--- config.mk ---
export PLATFORM = sky130hd
export DESIGN_NAME = serial_link_flat
export DESIGN_NICKNAME = d
export VERILOG_FILES = /design/src/rtl/serial_link_pkg.sv /design/src/rtl/serial_link_if.sv /design/src/rtl/serial_rx.sv /design/src/rtl/serial_link.sv /design/src/flat_wrapper.sv
export SDC_FILE = /design/constraint.sdc
export NUM_CORES = 1
export LEC_CHECK = 0
export CAP_MARGIN = 0
export CORE_MARGIN = 4
export CORE_UTILIZATION = 35
export CTS_CLUSTER_DIAMETER = 120
export DETAILED_ROUTE_END_ITERATION = 8
export PLACE_DENSITY_LB_ADDON = 0.1
export SKIP_LAST_GASP = 1
export SLEW_MARGIN = 20
export SYNTH_ARGS = -nofsm -noshare
export SYNTH_HDL_FRONTEND = slang
export SYNTH_SLANG_ARGS = --single-unit
--- constraint.sdc ---
create_clock -name clk_clk -period 2.6 [get_ports clk_clk]
set_input_delay 0.26 -clock clk_clk [delete_from_list [all_inputs] [get_ports clk_clk]]
set_output_delay 0.26 -clock clk_clk [all_outputs]
set_load 0.03 [all_outputs]
--- src/rtl/serial_link_pkg.sv ---
// Shared types and frame constants for the 8N1 serial link.
package serial_link_pkg;

  localparam int unsigned FRAME_BITS = 10;
  localparam int unsigned DATA_BITS  = 8;
  localparam int unsigned BIT_W      = $clog2(DATA_BITS);

  typedef enum logic [1:0] {
    TX_IDLE,
    TX_START,
    TX_DATA,
    TX_STOP
  } tx_state_t;

  typedef enum logic [2:0] {
    RX_IDLE,
    RX_START,
    RX_DATA,
    RX_STOP,
    RX_WAIT_HIGH
  } rx_state_t;

endpackage

--- src/rtl/serial_link_if.sv ---
// Processor-side parallel port bundle; member names match the processor I/O names.
interface serial_link_if;
  import serial_link_pkg::*;

  logic                 load;
  logic [DATA_BITS-1:0] data_bus_out;
  logic                 transmit_enable;
  logic [DATA_BITS-1:0] data_bus_in;
  logic                 character_received;
  logic                 character_sent;
  logic                 framing_error;

  modport master (
    output load, data_bus_out, transmit_enable,
    input  data_bus_in, character_received, character_sent, framing_error
  );

  modport slave (
    input  load, data_bus_out, transmit_enable,
    output data_bus_in, character_received, character_sent, framing_error
  );

endinterface

--- src/rtl/serial_rx.sv ---
// 8N1 receiver: input synchroniser, mid-bit sampling FSM and received-byte flags.
module serial_rx
  import serial_link_pkg::*;
#(
  parameter int unsigned CLKS_PER_BIT = 5208,
  parameter int unsigned SYNC_STAGES  = 2
) (
  input  logic                 clk,
  input  logic                 rst_n,
  input  logic                 serial_in,
  output logic [DATA_BITS-1:0] data_bus_in,
  output logic                 character_received,
  output logic                 framing_error
);

  localparam int unsigned BAUD_W = $clog2(CLKS_PER_BIT);
  localparam logic [BAUD_W-1:0] BAUD_LAST = BAUD_W'(CLKS_PER_BIT - 1);
  localparam logic [BAUD_W-1:0] BAUD_HALF = BAUD_W'(CLKS_PER_BIT / 2 - 1);
  localparam logic [BIT_W-1:0]  BIT_LAST  = BIT_W'(DATA_BITS - 1);

  logic [SYNC_STAGES-1:0] sync;
  logic                   line;
  rx_state_t              state;
  logic [BAUD_W-1:0]      baud;
  logic [BIT_W-1:0]       bit_cnt;
  logic [DATA_BITS-1:0]   shift;

  // Resets to idle-high so a reset never looks like a start bit.
  always_ff @(posedge clk) begin
    if (!rst_n) sync <= '1;
    else        sync <= {sync[SYNC_STAGES-2:0], serial_in};
  end

  assign line = sync[SYNC_STAGES-1];

  always_ff @(posedge clk) begin
    if (!rst_n) begin
      state              <= RX_IDLE;
      baud               <= '0;
      bit_cnt            <= '0;
      shift              <= '0;
      data_bus_in        <= '0;
      character_received <= 1'b0;
      framing_error      <= 1'b0;
    end else begin
      case (state)
        RX_IDLE: begin
          baud <= '0;
          if (!line) state <= RX_START;
        end
        // Re-check at mid start bit to reject short glitches.
        RX_START: begin
          if (baud == BAUD_HALF) begin
            baud    <= '0;
            bit_cnt <= '0;
            if (line) begin
              state <= RX_IDLE;
            end else begin
              character_received <= 1'b0;
              state              <= RX_DATA;
            end
          end else begin
            baud <= baud + BAUD_W'(1);
          end
        end
        RX_DATA: begin
          if (baud == BAUD_LAST) begin
            baud    <= '0;
            shift   <= {line, shift[DATA_BITS-1:1]};
            bit_cnt <= bit_cnt + BIT_W'(1);
            if (bit_cnt == BIT_LAST) state <= RX_STOP;
          end else begin
            baud <= baud + BAUD_W'(1);
          end
        end
        RX_STOP: begin
          if (baud == BAUD_LAST) begin
            baud <= '0;
            if (line) begin
              data_bus_in        <= shift;
              character_received <= 1'b1;
              framing_error      <= 1'b0;
              state              <= RX_IDLE;
            end else begin
              framing_error <= 1'b1;
              state         <= RX_WAIT_HIGH;
            end
          end else begin
            baud <= baud + BAUD_W'(1);
          end
        end
        // A low stop bit may be a break; wait for the line to recover.
        RX_WAIT_HIGH: begin
          baud <= '0;
          if (line) state <= RX_IDLE;
        end
        default: state <= RX_IDLE;
      endcase
    end
  end

endmodule

--- src/rtl/serial_link.sv ---
// Full-duplex 8N1 transceiver between the processor parallel ports and the link wire.
module serial_link
  import serial_link_pkg::*;
#(
  parameter int unsigned CLKS_PER_BIT = 5208,
  parameter int unsigned SYNC_STAGES  = 2
) (
  input  logic          clk_clk,
  input  logic          reset_reset_n,
  serial_link_if.slave  bus,
  input  logic          serial_in,
  output logic          serial_out
);

  localparam int unsigned BAUD_W = $clog2(CLKS_PER_BIT);
  localparam logic [BAUD_W-1:0] BAUD_LAST = BAUD_W'(CLKS_PER_BIT - 1);
  localparam logic [BIT_W-1:0]  BIT_LAST  = BIT_W'(DATA_BITS - 1);

  logic                 te_q;
  logic                 te_prev;
  logic                 te_rise;
  logic [DATA_BITS-1:0] hold;
  logic [DATA_BITS-1:0] shift;
  logic [BAUD_W-1:0]    baud;
  logic [BIT_W-1:0]     bit_cnt;
  logic                 character_sent;
  tx_state_t            state;

  // Edge detect on the registered enable plus the processor holding register.
  always_ff @(posedge clk_clk) begin
    if (!reset_reset_n) begin
      te_q    <= 1'b0;
      te_prev <= 1'b0;
      hold    <= '0;
    end else begin
      te_q    <= bus.transmit_enable;
      te_prev <= te_q;
      if (bus.load) hold <= bus.data_bus_out;
    end
  end

  assign te_rise = te_q & ~te_prev;

  always_ff @(posedge clk_clk) begin
    if (!reset_reset_n) begin
      state          <= TX_IDLE;
      baud           <= '0;
      bit_cnt        <= '0;
      shift          <= '0;
      serial_out     <= 1'b1;
      character_sent <= 1'b0;
    end else begin
      case (state)
        // Same-cycle load bypasses the holding register so the fresh byte goes out.
        TX_IDLE: begin
          baud <= '0;
          if (te_rise) begin
            shift      <= bus.load ? bus.data_bus_out : hold;
            serial_out <= 1'b0;
            state      <= TX_START;
          end
        end
        TX_START: begin
          if (baud == BAUD_LAST) begin
            baud           <= '0;
            bit_cnt        <= '0;
            serial_out     <= shift[0];
            shift          <= {1'b0, shift[DATA_BITS-1:1]};
            character_sent <= 1'b0;
            state          <= TX_DATA;
          end else begin
            baud <= baud + BAUD_W'(1);
          end
        end
        TX_DATA: begin
          if (baud == BAUD_LAST) begin
            baud    <= '0;
            bit_cnt <= bit_cnt + BIT_W'(1);
            if (bit_cnt == BIT_LAST) begin
              serial_out <= 1'b1;
              state      <= TX_STOP;
            end else begin
              serial_out <= shift[0];
              shift      <= {1'b0, shift[DATA_BITS-1:1]};
            end
          end else begin
            baud <= baud + BAUD_W'(1);
          end
        end
        TX_STOP: begin
          if (baud == BAUD_LAST) begin
            baud           <= '0;
            character_sent <= 1'b1;
            state          <= TX_IDLE;
          end else begin
            baud <= baud + BAUD_W'(1);
          end
        end
        default: state <= TX_IDLE;
      endcase
    end
  end

  assign bus.character_sent = character_sent;

  serial_rx #(
    .CLKS_PER_BIT (CLKS_PER_BIT),
    .SYNC_STAGES  (SYNC_STAGES)
  ) u_rx (
    .clk                (clk_clk),
    .rst_n              (reset_reset_n),
    .serial_in          (serial_in),
    .data_bus_in        (bus.data_bus_in),
    .character_received (bus.character_received),
    .framing_error      (bus.framing_error)
  );

endmodule

--- src/flat_wrapper.sv ---
// flat-port wrapper written by rule: the top's interface ports become plain ports
module serial_link_flat import serial_link_pkg::*;
#(
  parameter int unsigned CLKS_PER_BIT = 5208,
  parameter int unsigned SYNC_STAGES  = 2
)
  (clk_clk, reset_reset_n, serial_in, serial_out, bus_load, bus_data_bus_out, bus_transmit_enable, bus_data_bus_in, bus_character_received, bus_character_sent, bus_framing_error);
  serial_link_if bus_i ();
  input  logic clk_clk;
  input  logic reset_reset_n;
  input  logic serial_in;
  output logic serial_out;
  input wire logic [$bits(bus_i.load)-1:0] bus_load;
  input wire logic [$bits(bus_i.data_bus_out)-1:0] bus_data_bus_out;
  input wire logic [$bits(bus_i.transmit_enable)-1:0] bus_transmit_enable;
  output wire logic [$bits(bus_i.data_bus_in)-1:0] bus_data_bus_in;
  output wire logic [$bits(bus_i.character_received)-1:0] bus_character_received;
  output wire logic [$bits(bus_i.character_sent)-1:0] bus_character_sent;
  output wire logic [$bits(bus_i.framing_error)-1:0] bus_framing_error;
  assign bus_i.load = bus_load;
  assign bus_i.data_bus_out = bus_data_bus_out;
  assign bus_i.transmit_enable = bus_transmit_enable;
  assign bus_data_bus_in = bus_i.data_bus_in;
  assign bus_character_received = bus_i.character_received;
  assign bus_character_sent = bus_i.character_sent;
  assign bus_framing_error = bus_i.framing_error;
  serial_link #(.CLKS_PER_BIT(CLKS_PER_BIT), .SYNC_STAGES(SYNC_STAGES)) u_core (.clk_clk(clk_clk), .reset_reset_n(reset_reset_n), .bus(bus_i), .serial_in(serial_in), .serial_out(serial_out));
endmodule
# Yosys cells after proc, flatten, opt, wreduce, memory -nomap -nowiden
# Index checks and enable logic that the tools add are counted.
[classes]
n_addsub = 4
eq_ne = 26
mux = 46
n_bitwise = 2
n_reduce_logical = 22
[op_table]
columns = ["op", "count"]
rows = [
  ["8-bit 2-to-1 mux", 5],
  ["13-bit 2-to-1 mux", 3],
  ["13-bit case mux with 3 select lines", 1],
  ["3-bit 2-to-1 mux", 11],
  ["13-bit by 1-bit adder with 13-bit output, second input constant", 2],
  ["13-bit equality test, second input constant", 2],
  ["13-bit case mux with 2 select lines", 1],
  ["8-bit case mux with 3 select lines", 1],
  ["2-bit != test, second input constant", 9],
  ["3-bit case mux with 5 select lines", 1],
  ["5-bit AND reduction", 3],
  ["13-bit by 12-bit equality test with 1-bit output, second input constant", 1],
  ["2-bit 2-to-1 mux", 6],
  ["3-bit case mux with 2 select lines", 2],
  ["3-bit AND reduction", 4],
  ["1-bit 2-to-1 mux", 11],
  ["2-bit by 1-bit != test with 1-bit output, second input constant", 5],
  ["3-bit equality test, second input constant", 3],
  ["2-bit case mux with 4 select lines", 1],
  ["2-bit nonzero test", 4],
  ["3-bit by 1-bit adder with 3-bit output, second input constant", 2],
  ["3-bit by 2-bit equality test with 1-bit output, second input constant", 2],
  ["6-bit AND reduction", 1],
  ["3-bit nonzero test", 2],
  ["13 further kinds", 17],
]
[word_totals]
regBits = 77

# Logic depth before layout (Yosys ltp)
[depth]
word_depth = 4
mapped_depth = 8
ltp_nobuf = 6

# Hierarchy
# A second synthesis with hierarchy kept.
[hier_totals]
cells_unflattened = 382
hier_area_um2 = 3517.1
[by_module_without_submodules]
columns = ["mod", "instances", "cells_per_inst", "area_per_inst_um2"]
rows = [
  ["serial_rx", 1, 188, 1786.7],
  ["serial_link", 1, 194, 1730.4],
]

# Least setup slack after synthesis
# OpenSTA, ideal clock, no wires.
[synth_timing]
path_type = "reg2reg"
start = "register u_core.state[0]"
end = "register u_core.shift[7]"
setup_time_ns = 0.121
t_arrival_ns = 1.744
required_ns = 2.479
setup_slack_ns = 0.735
path_stages_with_launch = 8
path_buffers = 1
path_cell_list = "dfxtp_1 inv_1 ha_1 and2_1 nand4b_1 a211o_1 buf_6 mux2_4"
[synth_between]
elab_chain_cells = 3
[synth_lines]
columns = ["item", "line", "text"]
rows = [
  ["start: declaration", "serial_link.sv:27", "tx_state_t state;"],
  ["start signal: assignment", "serial_link.sv:46", "state <= TX_IDLE;"],
  ["start signal: assignment", "serial_link.sv:60", "state <= TX_START;"],
  ["start signal: assignment", "serial_link.sv:70", "state <= TX_DATA;"],
  ["2-bit equality test, or another cell as far along", "serial_link.sv:53", "case (state)"],
  ["2-bit != test (no source line), or another cell as far along", "--", ""],
  ["5-bit AND reduction (no source line)", "--", ""],
  ["end signal: assignment", "serial_link.sv:58", "shift <= bus.load ? bus.data_bus_out : hold;"],
  ["end signal: assignment", "serial_link.sv:68", "shift <= {1'b0, shift[DATA_BITS-1:1]};"],
  ["end signal: assignment", "serial_link.sv:84", "shift <= {1'b0, shift[DATA_BITS-1:1]};"],
  ["end: declaration", "serial_link.sv:23", "logic [DATA_BITS-1:0] shift;"],
]
# Parallel ways exist; a longest one is shown, timed or not.
# A chain may end at the register's enable or synchronous reset.

# Worst setup path in the final report
# Same ends and word-level chain as after synthesis.

==> metrics.md <==
| Metric | Value |
|---|---|
| Most common library cell in the layout ignoring fill and taps | sky130_fd_sc_hd__dfxtp_1 |
| Dominant synthesized flop cell | sky130_fd_sc_hd__dfxtp_1 |
| Final Net Count | 458 |
| Die X-Extent | 111 um |
| Arrival @ worst endpoint | 2320 ps |
| Fin crit period | 2080 ps |
| Rows | 37 |
| Number of global-route vias before repair | 2875 |
| Hold-fix buffer count after cts | 0 |
| Final hold violations | 0 |
| # DRC | 0 |
| Net switching power of the design | 0.735 mW |
| Power share of the sequential group | 46.9% |
| First-pass GRT wire length | 13500 um |
| Number of fill cells | 1071 |
| Share of async-settable or async-resettable flops after synthesis | 0% |
| Power density normalized to cell area | 650 nW/um2 |
| Static Leakage | 1.51 nW |
| Post-route total power | 2.76 mW |
| CP max stage cell | sky130_fd_sc_hd__a211o_1 |
| Commonest non-fill, non-tap cells in the layout | 77 x sky130_fd_sc_hd__dfxtp_1, 43 x sky130_fd_sc_hd__nand2_1, 34 x sky130_fd_sc_hd__o21ai_0 |
| Max-slew headroom | 54.0% |
| Final setup viols | 0 |
| Hold slack final | 429 ps |
| Worst flop-to-flop path startpoint | u_core.state[0] |
| Min-delay worst type | register to register |
| DPL Wire Length | 5170 um |
| Clock net sink count | 77 |
| Total cell area at the placement stage | 4020 um2 |
| Stage delay of the slowest cell on the critical path | 490 ps |
| Yosys warnings | 0 |
| Endpoint type of the worst setup path | register |
| Number of flops mapped to enable cells by yosys | 0 |
| Switching power as a share of total power | 26.6% |
| DRT Pass-1 Iters | 4 |
| Die ar. | 12200 um2 |
| Unrepaired setup endpoints after global routing | false |
| Clock tree from TritonCTS | done |
| Cell internal power dissipation | 2.02 mW |
| Routed length per instance | 13.3 um |
| Number of max-slew violations in the final report | 0 |
| Drt total wl | 7590 um |
| DRC violation total after the first TritonRoute iteration | 106 |
| Result of the run | finished clean |
| Post-CTS setup buffer count | 0 |
| Cell at the root of the clock tree | sky130_fd_sc_hd__clkbuf_8 |
| Proportion of layout cells with a drive suffix above 1 | 7.55% |
| Crit share post-route | 80.2% |
| Maximum operating frequency | 480 MHz |
| Synthesized netlist net count | 443 |
| Share of total power in combinational logic | 17.1% |
| Total GRT Usage | 13.0% |
| Post-synthesis cell type with the largest combined area | sky130_fd_sc_hd__dfxtp_1 |
| Resized cells post-CTS | 0 |
| Initial Utilization | 35.9% |
| Boundary Pins | 25 |
| Clk_skew | 8.11 ps |
| Worst setup path start | u_core.state[0] |
| Initial antenna violation count | 0 |
| Clock power frac | 35.9% |
| Average size of a mapped cell | 8.83 um2 |
| Chain of cells forming the critical path | inv_1 > ha_1 > and2_1 > nand4b_1 > a211o_1 > mux2_4 |
| Register bit count reported by yosys | 77 |
| H-tree Lvls | 3 |
| Biggest fanout along the worst timing path | 8 |
| Die span in y | 111 um |
| Sequential-to-total area share from yosys stat | 41.8% |
| Number of max-cap violations | 0 |
| Unique cell type count in the Yosys netlist | 57 |
| Startpoint of the worst hold path | u_core.u_rx.sync[0] |
| Biggest area contributors in the synthesized netlist | sky130_fd_sc_hd__dfxtp_1 42%, sky130_fd_sc_hd__mux2i_1 5.2%, sky130_fd_sc_hd__o21ai_0 4.6% |
| Antenna-violating nets left | 0 |
| Area share of the largest cell type after synthesis | 41.8% |
| Summed instance area of the synthesized netlist | 3690 um2 |
| Transition time at the pin with the least slew margin | 691 ps |
| Growth of design area from synthesis to finish | 15.0% |
| Peak ir drop on the vdd network | 0.300 mV |
| Setup TNS | 0 ps |
| Synth Instances | 418 |
| Weighted congestion reported at the end of routability-driven placement | 0.802 |
| Clock slew seen by the registers of the worst setup and hold paths | 80 ps |
| Gr ovfl total | 0 |
| Count of input and output buffers | 24 |
| Number of buffers created by CTS | 9 |
| Setup Crit Path Kind | register to register |
| Antenna diode instance count | 0 |
| Bufs on Longest Clock Path | 2 |
| Clock latency of the later-clocked register in the worst-skew pair | 340 ps |
| Kind of launch point of the worst setup path | register |
| Required time worst endpoint | 2830 ps |
| Vias post-DR | 2947 |
| Vias per cell | 5.14 |
| Core Region | 10300 um2 |
| Largest net degree at the start of global routing | 38 |
| Post-route design area | 4240 um2 |
[Yosys cell counts, drive strengths merged, types with 2 or more instances]
| cell | instances |
|---|---|
| a2111oi | 2 |
| a211o | 2 |
| a211oi | 5 |
| a21oi | 22 |
| and2 | 14 |
| and3 | 4 |
| and4 | 4 |
| and4b | 3 |
| and4bb | 2 |
| buf | 7 |
| clkbuf | 18 |
| dfxtp | 77 |
| ha | 12 |
| inv | 7 |
| mux2i | 19 |
| nand2 | 43 |
| nand2b | 5 |
| nand3 | 32 |
| nand4 | 16 |
| nand4b | 2 |
| nor2 | 26 |
| nor2b | 2 |
| nor3 | 8 |
| nor3b | 2 |
| nor4b | 4 |
| nor4bb | 2 |
| o21ai | 37 |
| o22ai | 3 |
| or2 | 2 |
| or3 | 5 |
| or4 | 2 |
| xor2 | 15 |
[worst max-delay path, delay by kind of cell, from the launching register on]
family	cells	cell delay, ps
compound gates	1	490
fa+ha+maj	1	290
buf+inv	1	100
flops	1	390
mux	1	350
simple gates	2	360
[registers in the layout, summed over array words and instances (netlist names), 2 cells and up]
| name | cells |
|---|---|
| u_core.bit_cnt | 3 |
| u_core.shift | 8 |
| u_core.u_rx.state | 3 |
| u_core.state | 2 |
| u_core.hold | 8 |
| u_core.u_rx.shift | 8 |
| u_core.u_rx.bit_cnt | 3 |
| u_core.u_rx.data_bus_in | 8 |
| u_core.u_rx.baud | 13 |
| u_core.baud | 13 |
| u_core.u_rx.sync | 2 |
[power groups by stage]
stage | registers (mW) | clock network [mW] | logic [mW]
after detailed placement | 1.32 | 0 | 0.482
after global routing | 1.31 | 1.08 | 0.527
after floorplan | 1.33 | 0 | 0.380
final | 1.29 | 0.991 | 0.473
after CTS | 1.30 | 1.03 | 0.483
after global placement | 1.32 | 0 | 0.481
[layer usage]
metal	share of wire (%)	wire, um	global-route usage [%]	vias to the layer above
met5	0	0	0	-
met4	1.2	94	3.69	0
met2	47	3570	21.5	19
met1	50	3770	16.9	1392
met3	2.1	157	3.11	8
li1	-	-	-	1528
[metrics by stage]
stage                     util (%)  setup WS [ps]  std cells
final                         41.3            516        573
after global routing          41.3            261        573
after CTS                     41.2            503        573
after detailed placement      39.2            502        558
after global placement        39.2            547        558
after floorplan                  -            735        418
[cell families (layout without fill, tap and decap cells)]
family                     count (synthesis)  after routing  synth area share (%)
and+or+nand+nor                          182            182                  27.9
AOI/OAI and AO/OA                         79             79                  13.1
DFF                                       77             77                  41.8
buffers and inverters                     32             51                  3.80
muxes                                     20             20                  5.56
xor gates and xnor gates                  16             16                  3.80
adders and majority gates                 12             12                  4.07
[final cells by class]
type	instances	area, um2	share of cell area (%)
multi-input cells	309	2010	47.4
clock buffers	12	145	3.42
clock inverters	3	68.8	1.62
well taps	136	170	4.01
flip-flops and latches	77	1540	36.3
repair buffers	29	278	6.55
inverters	7	26.3	0.619
[final timing paths]
| check | endpoint | slack, ps | depth (start not counted) |
|---|---|---|---|
| setup / recovery | u_core.shift[7] | 520 | 6 |
| setup reg to reg | u_core.shift[7] | 520 | 6 |
| hold / removal | u_core.u_rx.sync[1] | 430 | 1 |
| hold reg to reg | u_core.u_rx.sync[1] | 430 | 1 |
Note: power is estimated with default switching activity, not from simulation.
